$ cat src/rtl/uart_out_arbiter.sv
// uart_out_arbiter: packet-granular round-robin arbiter with credit back-pressure in front of the UART output buffer
module uart_out_arbiter #(
  parameter int N_REQ = 2,
  parameter int DEPTH = 40000,
  parameter int CNT_W = 17
) (
  input  logic               clk,
  input  logic               rstn,
  input  logic [N_REQ-1:0]   req_valid,
  input  logic [8*N_REQ-1:0] req_data,
  input  logic [N_REQ-1:0]   req_last,
  output logic [N_REQ-1:0]   req_ready,
  output logic [7:0]         out_data,
  output logic               out_valid,
  input  logic               tx_done,
  output logic [CNT_W-1:0]   occupancy,
  output logic               full,
  output logic [2:0]         grant_id,
  output logic               busy,
  output logic               underflow
);
  typedef enum logic {IDLE, GRANT} state_t;
  state_t state_q, state_d;
  logic [2:0] grant_id_q, grant_id_d, last_grant_q, last_grant_d, pick;
  logic [7:0] out_data_q, out_data_d;
  logic out_valid_q, out_valid_d, underflow_q, underflow_d;
  logic [CNT_W-1:0] occ_q, occ_d;
  logic [N_REQ-1:0] hs_vec;
  logic hs, hs_last;
  assign full = occ_q == CNT_W'(DEPTH);
  assign busy = state_q == GRANT;
  assign out_data = out_data_q;
  assign out_valid = out_valid_q;
  assign occupancy = occ_q;
  assign grant_id = grant_id_q;
  assign underflow = underflow_q;
  always_comb begin
    req_ready = '0;
    for (int i = 0; i < N_REQ; i++) req_ready[i] = busy && !full && grant_id_q == 3'(i);
  end
  always_comb begin
    pick = grant_id_q;
    for (int k = N_REQ; k >= 1; k--)
      if (req_valid[(int'(last_grant_q) + k) % N_REQ]) pick = 3'((int'(last_grant_q) + k) % N_REQ);
  end
  always_comb begin
    hs_vec = req_valid & req_ready;
    hs = |hs_vec;
    hs_last = |(hs_vec & req_last);
    out_data_d = out_data_q;
    for (int i = 0; i < N_REQ; i++) if (hs_vec[i]) out_data_d = req_data[8*i +: 8];
    out_valid_d = hs;
    state_d = state_q;
    grant_id_d = grant_id_q;
    last_grant_d = last_grant_q;
    if (state_q == IDLE && |req_valid) begin
      state_d = GRANT;
      grant_id_d = pick;
    end
    if (hs_last) begin
      state_d = IDLE;
      last_grant_d = grant_id_q;
    end
    occ_d = hs && !tx_done ? occ_q + 1'b1 : !hs && tx_done && occ_q != '0 ? occ_q - 1'b1 : occ_q;
    underflow_d = underflow_q | (tx_done && !hs && occ_q == '0);
  end
  always_ff @(posedge clk) begin
    if (!rstn) begin
      state_q <= IDLE;
      grant_id_q <= '0;
      last_grant_q <= 3'(N_REQ - 1);
      out_data_q <= '0;
      out_valid_q <= 1'b0;
      occ_q <= '0;
      underflow_q <= 1'b0;
    end else begin
      state_q <= state_d;
      grant_id_q <= grant_id_d;
      last_grant_q <= last_grant_d;
      out_data_q <= out_data_d;
      out_valid_q <= out_valid_d;
      occ_q <= occ_d;
      underflow_q <= underflow_d;
    end
  end
endmodule

$ cat config.mk
export PLATFORM = sky130hd
export DESIGN_NAME = uart_out_arbiter
export DESIGN_NICKNAME = d
export VERILOG_FILES = /design/src/rtl/uart_out_arbiter.sv
export SDC_FILE = /design/constraint.sdc
export NUM_CORES = 1
export LEC_CHECK = 0
export CORE_AREA = 5 5 68 70
export CTS_BUF_LIST = sky130_fd_sc_hd__clkbuf_2
export DETAILED_ROUTE_END_ITERATION = 10
export DIE_AREA = 0 0 73 75
export GPL_TIMING_DRIVEN = 1
export PLACE_DENSITY = 0.85
export SLEW_MARGIN = 20
export SYNTH_ARGS = -nofsm -noshare
export SYNTH_HDL_FRONTEND = slang
export SYNTH_SLANG_ARGS = --single-unit
$ cat constraint.sdc
create_clock -name clk -period 7.3 [get_ports clk]
set_input_delay 1.46 -clock clk [delete_from_list [all_inputs] [get_ports clk]]
set_output_delay 1.46 -clock clk [all_outputs]
set_load 0.02 [all_outputs]
==> Word level (Yosys, flattened, before mapping) <==
Index checks and enable logic that the tools add are counted.
{ "op_classes": {"n_addsub": 4, "n_lt_le_gt_ge": 2, "n_eq_ne": 2, "n_mux": 12, "n_bitwise": 7, "n_reduce_logical": 22} }
{ "ops": {"columns": ["operator", "count"], "rows": [
  ["$mux W17", 2],
  ["$add A17 B1 Y17 const B", 1],
  ["$eq A17 B16 Y1 const B", 1],
  ["$logic_not A17 Y1", 1],
  ["$reduce_bool A17 Y1", 1],
  ["$sub A17 B1 Y17 const B", 1],
  ["$mux W8", 2],
  ["$logic_and A1 B1 Y1", 8],
  ["$lt A2 B3 Y1 const B", 2],
  ["$mux W1", 6],
  ["$mux W3", 2],
  ["$reduce_bool A2 Y1", 3],
  ["$reduce_or A2 Y1", 3],
  ["$and A2 B2 Y2", 2],
  ["$eq A3 B1 Y1 const B", 1],
  ["$logic_not A1 Y1", 3],
  ["$logic_not A3 Y1", 1],
  ["$reduce_or A3 Y1", 1],
  ["$add A1 B1 Y1 const B", 2],
  ["$and A1 B1 Y1 const A", 2],
  ["$not A1 Y1", 2],
  ["$reduce_and A2 Y1", 1],
  ["$or A1 B1 Y1", 1]
]} }
{ "totals": {"register_bits": 32, "inputBits": 23, "out_inout_bits": 34, "wordCells": 56} }

==> Longest topological paths before layout <==
{ "logic_depth": {"ltp_word": 11, "mapped_depth": 14, "mapped_depth_nobuf": 12} }

==> Worst setup path before layout <==
OpenSTA, ideal clock, no wires.
{ "synth_path": {"kind": "in2reg", "startpoint": "input req_valid[0]", "endpoint": "register occ_q[14], in the netlist occupancy[14]", "setup_time_ns": 0.122, "arrival_time_ns": 4.300, "required_ns": 7.178, "slack_ns": 2.878, "cell_stages": 14, "n_path_buf": 3, "cell_sequence": "inv_1 > o21ai_0 > o311a_1 > clkbuf_1 > clkbuf_1 > nand2_1 > ha_1 > clkbuf_1 > a21oi_1 > o21ai_0 > nor2_1 > a21oi_1 > xnor2_1 > o21ai_0"} }
{ "synth_via": {"elab_chain_len": 6, "elab_cells_between_ends": 8, "classes_between": "1 x mux; 1 x bitwise; 6 x reduce/logical"} }
{ "synth_lines": {"columns": ["element", "line", "text"], "rows": [
  ["start, declared", "9", "input logic [N_REQ-1:0] req_valid,"],
  ["$and A2 B2 Y2 *", "47", "hs_vec = req_valid & req_ready;"],
  ["$reduce_or A2 Y1 *", "48", "hs = |hs_vec;"],
  ["$logic_not A1 Y1", "64", "occ_d = hs && !tx_done ? occ_q + 1'b1 : !hs && tx_done && occ_q != '0 ? occ_q - 1'b1 : occ_q;"],
  ["$logic_and A1 B1 Y1 (2 in series)", "64", null],
  ["$reduce_bool A2 Y1 (no source line)", null, null],
  ["end signal, assigned", "74", "occ_q <= '0;"],
  ["end signal, assigned", "82", "occ_q <= occ_d;"],
  ["end, declared", "27", "logic [CNT_W-1:0] occ_q, occ_d;"]
]} }
Mark *: on every way between the ends. The rest lies on a longest branch, timed or not.
A chain may end at the register's enable or synchronous reset.

==> Final worst setup path <==
{ "layout_path": {"startpoint": "input req_valid[0]", "endpoint": "register occ_q[16], in the netlist occupancy[16]"} }
Same word-level chain as after synthesis.

==> flow_summary.yaml <==
outcome:
  status: "finished clean"
logic_synthesis:
  async_reset_ff_share_pct: 0
  synth-edff-count: 0
  ys_warn_count: 0
  synth_compound_area_share_pct: 26.2
  synth_top_family_by_area: "compound AO/OA/AOI/OAI gates"
  synth_mux_area_share_pct: 5.88
  synth-simple-area-share_pct: 19.9
  netlist_area_um2: 2070
  ys_types: 44
  netlist_instances: 265
  ys_ff_latch: 30
  syn_avg_cell_area_um2: 7.80
  ys_seq_area_share_pct: 29.1
  synthFlopType: "dfxtp_1"
  yosys.area_share.xor_xnor_pct: 3.82
  synthAdderAreaFrac_pct: 10.1
drt:
  ant_nets: 0
  drc: 0
  drt_iter0_drc: 98
  routed_wl_um: 5610
  firstDrtPassIters: 4
  vias_per_cell: 5.89
  wl_per_cell_um: 15.3
  vias: 2156
floorplan:
  core-area_um2: 3910
  dieArea_um2: 5480
  die_x_um: 73
  die_h_um: 75
  std_cell_rows: 23
  ios: 57
  initial_core_util_pct: 52.8
grt:
  grt_pass1_wl_um: 9190
  antenna_found_initial: 0
  grt_max_degree: 21
  grt.overflow.total: 0
  grt_pass1_vias: 2074
  grt_use_total_pct: 21.3
pwr:
  switching_share_pct: 47.8
  power.density_nw_per_um2: 411
  intPower_uw: 570
  comb_power_share_pct: 68.3
  vdd_drop_max_v: 0.000279
  switchingPower_uw: 522
  p_seq_share_pct: 24.3
  p_clk_share_pct: 7.4
  p_leak_nw: 1.13
finish:
  fin_nets: 354
  area_growth_pct: 28.7
  n_fill_cell: 340
  layout-drive-gt1-share_pct: 4.43
  fin_cells: 366
  diodes: 0
critical_path:
  ff2ff_setup_slack_ns: 3.38
  crit_arrival_ns: 5.16
  reg2reg_depth: 12
  endpoint_kind: "flop"
  worstSetupPathType: "in2reg"
  start_kind: "primary input"
  regToRegEndpoint: "occupancy[12]"
  cp_max_fo: 20
  cp.required_ns: 7.57
  rr_startpoint: "occupancy[0]"
cts:
  cts_max_level: 2
  cts_buffer_depth: 2
  cts_tree: "built"
  cts_setup_buffers: 0
  cts_buffers: 5
  clock_latency_ns: 0.36
  cts_resized: 0
  cts_hold_buf: 0
  cts.clk_slew.worst_paths_ns: 0.15
  cts-root-buf: "clkbuf_2"
  cts_sinks: 30
timing:
  finalHoldViolCount: 0
  max_freq_ghz: 0.204
  finalSetupViolations: 0
  min_period_ns: 4.89
  tns_ns: 0
  timing.hold.ws_ns: 0.481
  slew_violations: 0
  period_share_pct: 67.0
  tightest_slew_ns: 0.836
  fin_skew_ns: 0.0133
  rsz0062_at_grt: "no"
  max_slew_margin_pct: 42.7
hold_path:
  whs_endpoint: "last_grant_q[0]"
  whs_path_depth: 2
  hold_path.class: "reg2reg"
  min_from: "last_grant_q[0]"
place:
  place_hpwl_um: 4410
  dp_cells: 358
  io_buffers: 54
  place.gp.congestion: 0.942
run:
  maxCapViolCount: 0
## kinds of logic (layout without fill, tap and decap cells)
kind of cell | Yosys count | in the layout
AO/OA/AOI/OAI | 89 | 89
AND/OR/NAND/NOR | 84 | 84
flip-flops | 30 | 30
buffers and inverters | 24 | 74
adder cells (fa/ha/maj) | 16 | 16
multiplexers | 12 | 12
XOR/XNOR | 9 | 9
other | 1 | 2
## metrics by stage
step / area, um2 / util, % / total power, mW / setup WS [ns]
3_5_place_dp: 2620 / 66.9 / 1.00 / 2.05
5_1_grt: 2660 / 67.9 / 1.20 / 2.08
4_1_cts: 2660 / 67.9 / 1.09 / 2.45
3_3_place_gp: 2620 / 66.9 / 0.985 / 2.23
6_report: 2660 / 67.9 / 1.09 / 2.41
2_1_floorplan: 2070 / - / 0.795 / 2.88
## cell usage after synthesis, types with 2 or more instances
| library cell | number | area (um2) |
|---|---|---|
| a211oi_1 | 3 | 22.5 |
| a21o_1 | 7 | 52.6 |
| a21oi_1 | 39 | 195 |
| and3_1 | 4 | 25.0 |
| buf_2 | 3 | 15.0 |
| buf_4 | 2 | 15.0 |
| clkbuf_1 | 8 | 30.0 |
| dfxtp_1 | 30 | 601 |
| ha_1 | 15 | 188 |
| inv_1 | 10 | 37.5 |
| mux2i_1 | 11 | 110 |
| nand2_1 | 31 | 116 |
| nand3_1 | 6 | 30.0 |
| nand4_1 | 3 | 18.8 |
| nor2_1 | 15 | 56.3 |
| nor2b_1 | 2 | 12.5 |
| nor3_1 | 8 | 40.0 |
| nor4_1 | 4 | 25.0 |
| o211ai_1 | 4 | 30.0 |
| o21a_1 | 2 | 15.0 |
| o21ai_0 | 20 | 100 |
| o21bai_1 | 3 | 22.5 |
| o311a_1 | 2 | 20.0 |
| o31ai_1 | 3 | 22.5 |
| or2_2 | 2 | 12.5 |
| or3_1 | 2 | 12.5 |
| or4_1 | 2 | 15.0 |
| xnor2_1 | 7 | 61.3 |
| xor2_1 | 2 | 17.5 |
## registers in the layout (all words and copies together) (netlist names)
register / cells
out_data: 8
occupancy: 17
underflow: 1
out_valid: 1
busy: 1
grant_id: 1
last_grant_q: 1
## area by class of cell
| cell class | instances | area, um2 | share of cell area (%) |
|---|---|---|---|
| clock buffer | 6 | 30.0 | 1.13 |
| clock inverter | 2 | 8.76 | 0.329 |
| inverter | 11 | 41.3 | 1.55 |
| multi-input combinational | 212 | 1370 | 51.4 |
| sequential | 30 | 601 | 22.6 |
| tap | 50 | 62.6 | 2.35 |
| timing repair buffer | 55 | 548 | 20.6 |
## power groups by stage
stage               clock [mW]  combinational (mW)  sequential [mW]
global placement             0               0.715            0.270
finish                  0.0807               0.746            0.266
floorplan                    0               0.488            0.307
global route            0.0930               0.829            0.274
detailed placement           0               0.736            0.269
CTS                     0.0848               0.740            0.265
## how the worst max path moves through the flow
| stage | slack, ns | end | from | cells past startpoint |
|---|---|---|---|---|
| 2_1_floorplan | 2.88 | occupancy[14] | req_valid[0] | 14 |
| 3_3_place_gp | 2.23 | occupancy[8] | req_valid[0] | 12 |
| 3_5_place_dp | 2.05 | occupancy[8] | req_valid[0] | 12 |
| 4_1_cts | 2.45 | occupancy[8] | req_valid[0] | 12 |
| 5_1_grt | 2.08 | occupancy[8] | req_valid[0] | 12 |
| 6_report | 2.41 | occupancy[16] | req_valid[0] | 12 |
## routing by layer
| layer | vias to the layer above | part of all wire (%) | GRT usage [%] |
|---|---|---|---|
| met2 | 75 | 50 | 35.7 |
| met4 | 0 | 2.9 | 11.3 |
| met5 | - | 0 | 0 |
| li1 | 1072 | - | - |
| met3 | 16 | 6.1 | 3.87 |
| met1 | 993 | 41 | 26.1 |
## critical path: stages
cell and delay [ns]:
clkdlybuf4s50_1 0.49, inv_1 0.06, o21ai_0 0.27, o311a_1 0.59, nand2_1 0.52, ha_1 0.60, a21oi_1 0.11, o21ai_0 0.52
nor2_1 0.09, a21oi_1 0.27, a2111o_1 0.13, nand2_1 0.05
## placed cells by master (no fill, tap or decap), types with 2 or more instances in the layout
master	n
clkinv_1	2
o211ai_1	4
a21oi_1	39
nor2_1	15
conb_1	2
o311a_1	2
xor2_1	2
nor3_1	8
clkbuf_2	6
clkdlybuf4s50_1	54
nand2_1	31
nand4_1	3
or4_1	2
nor2b_1	2
dfxtp_1	30
a21o_1	7
xnor2_1	7
a211oi_1	3
and3_1	4
mux2i_1	11
o21ai_0	20
ha_1	15
o21a_1	2
inv_1	10
or3_1	2
o31ai_1	3
nand3_1	6
or2_2	2
o21bai_1	3
nor4_1	4
Power figures use the tool's default switching activity.
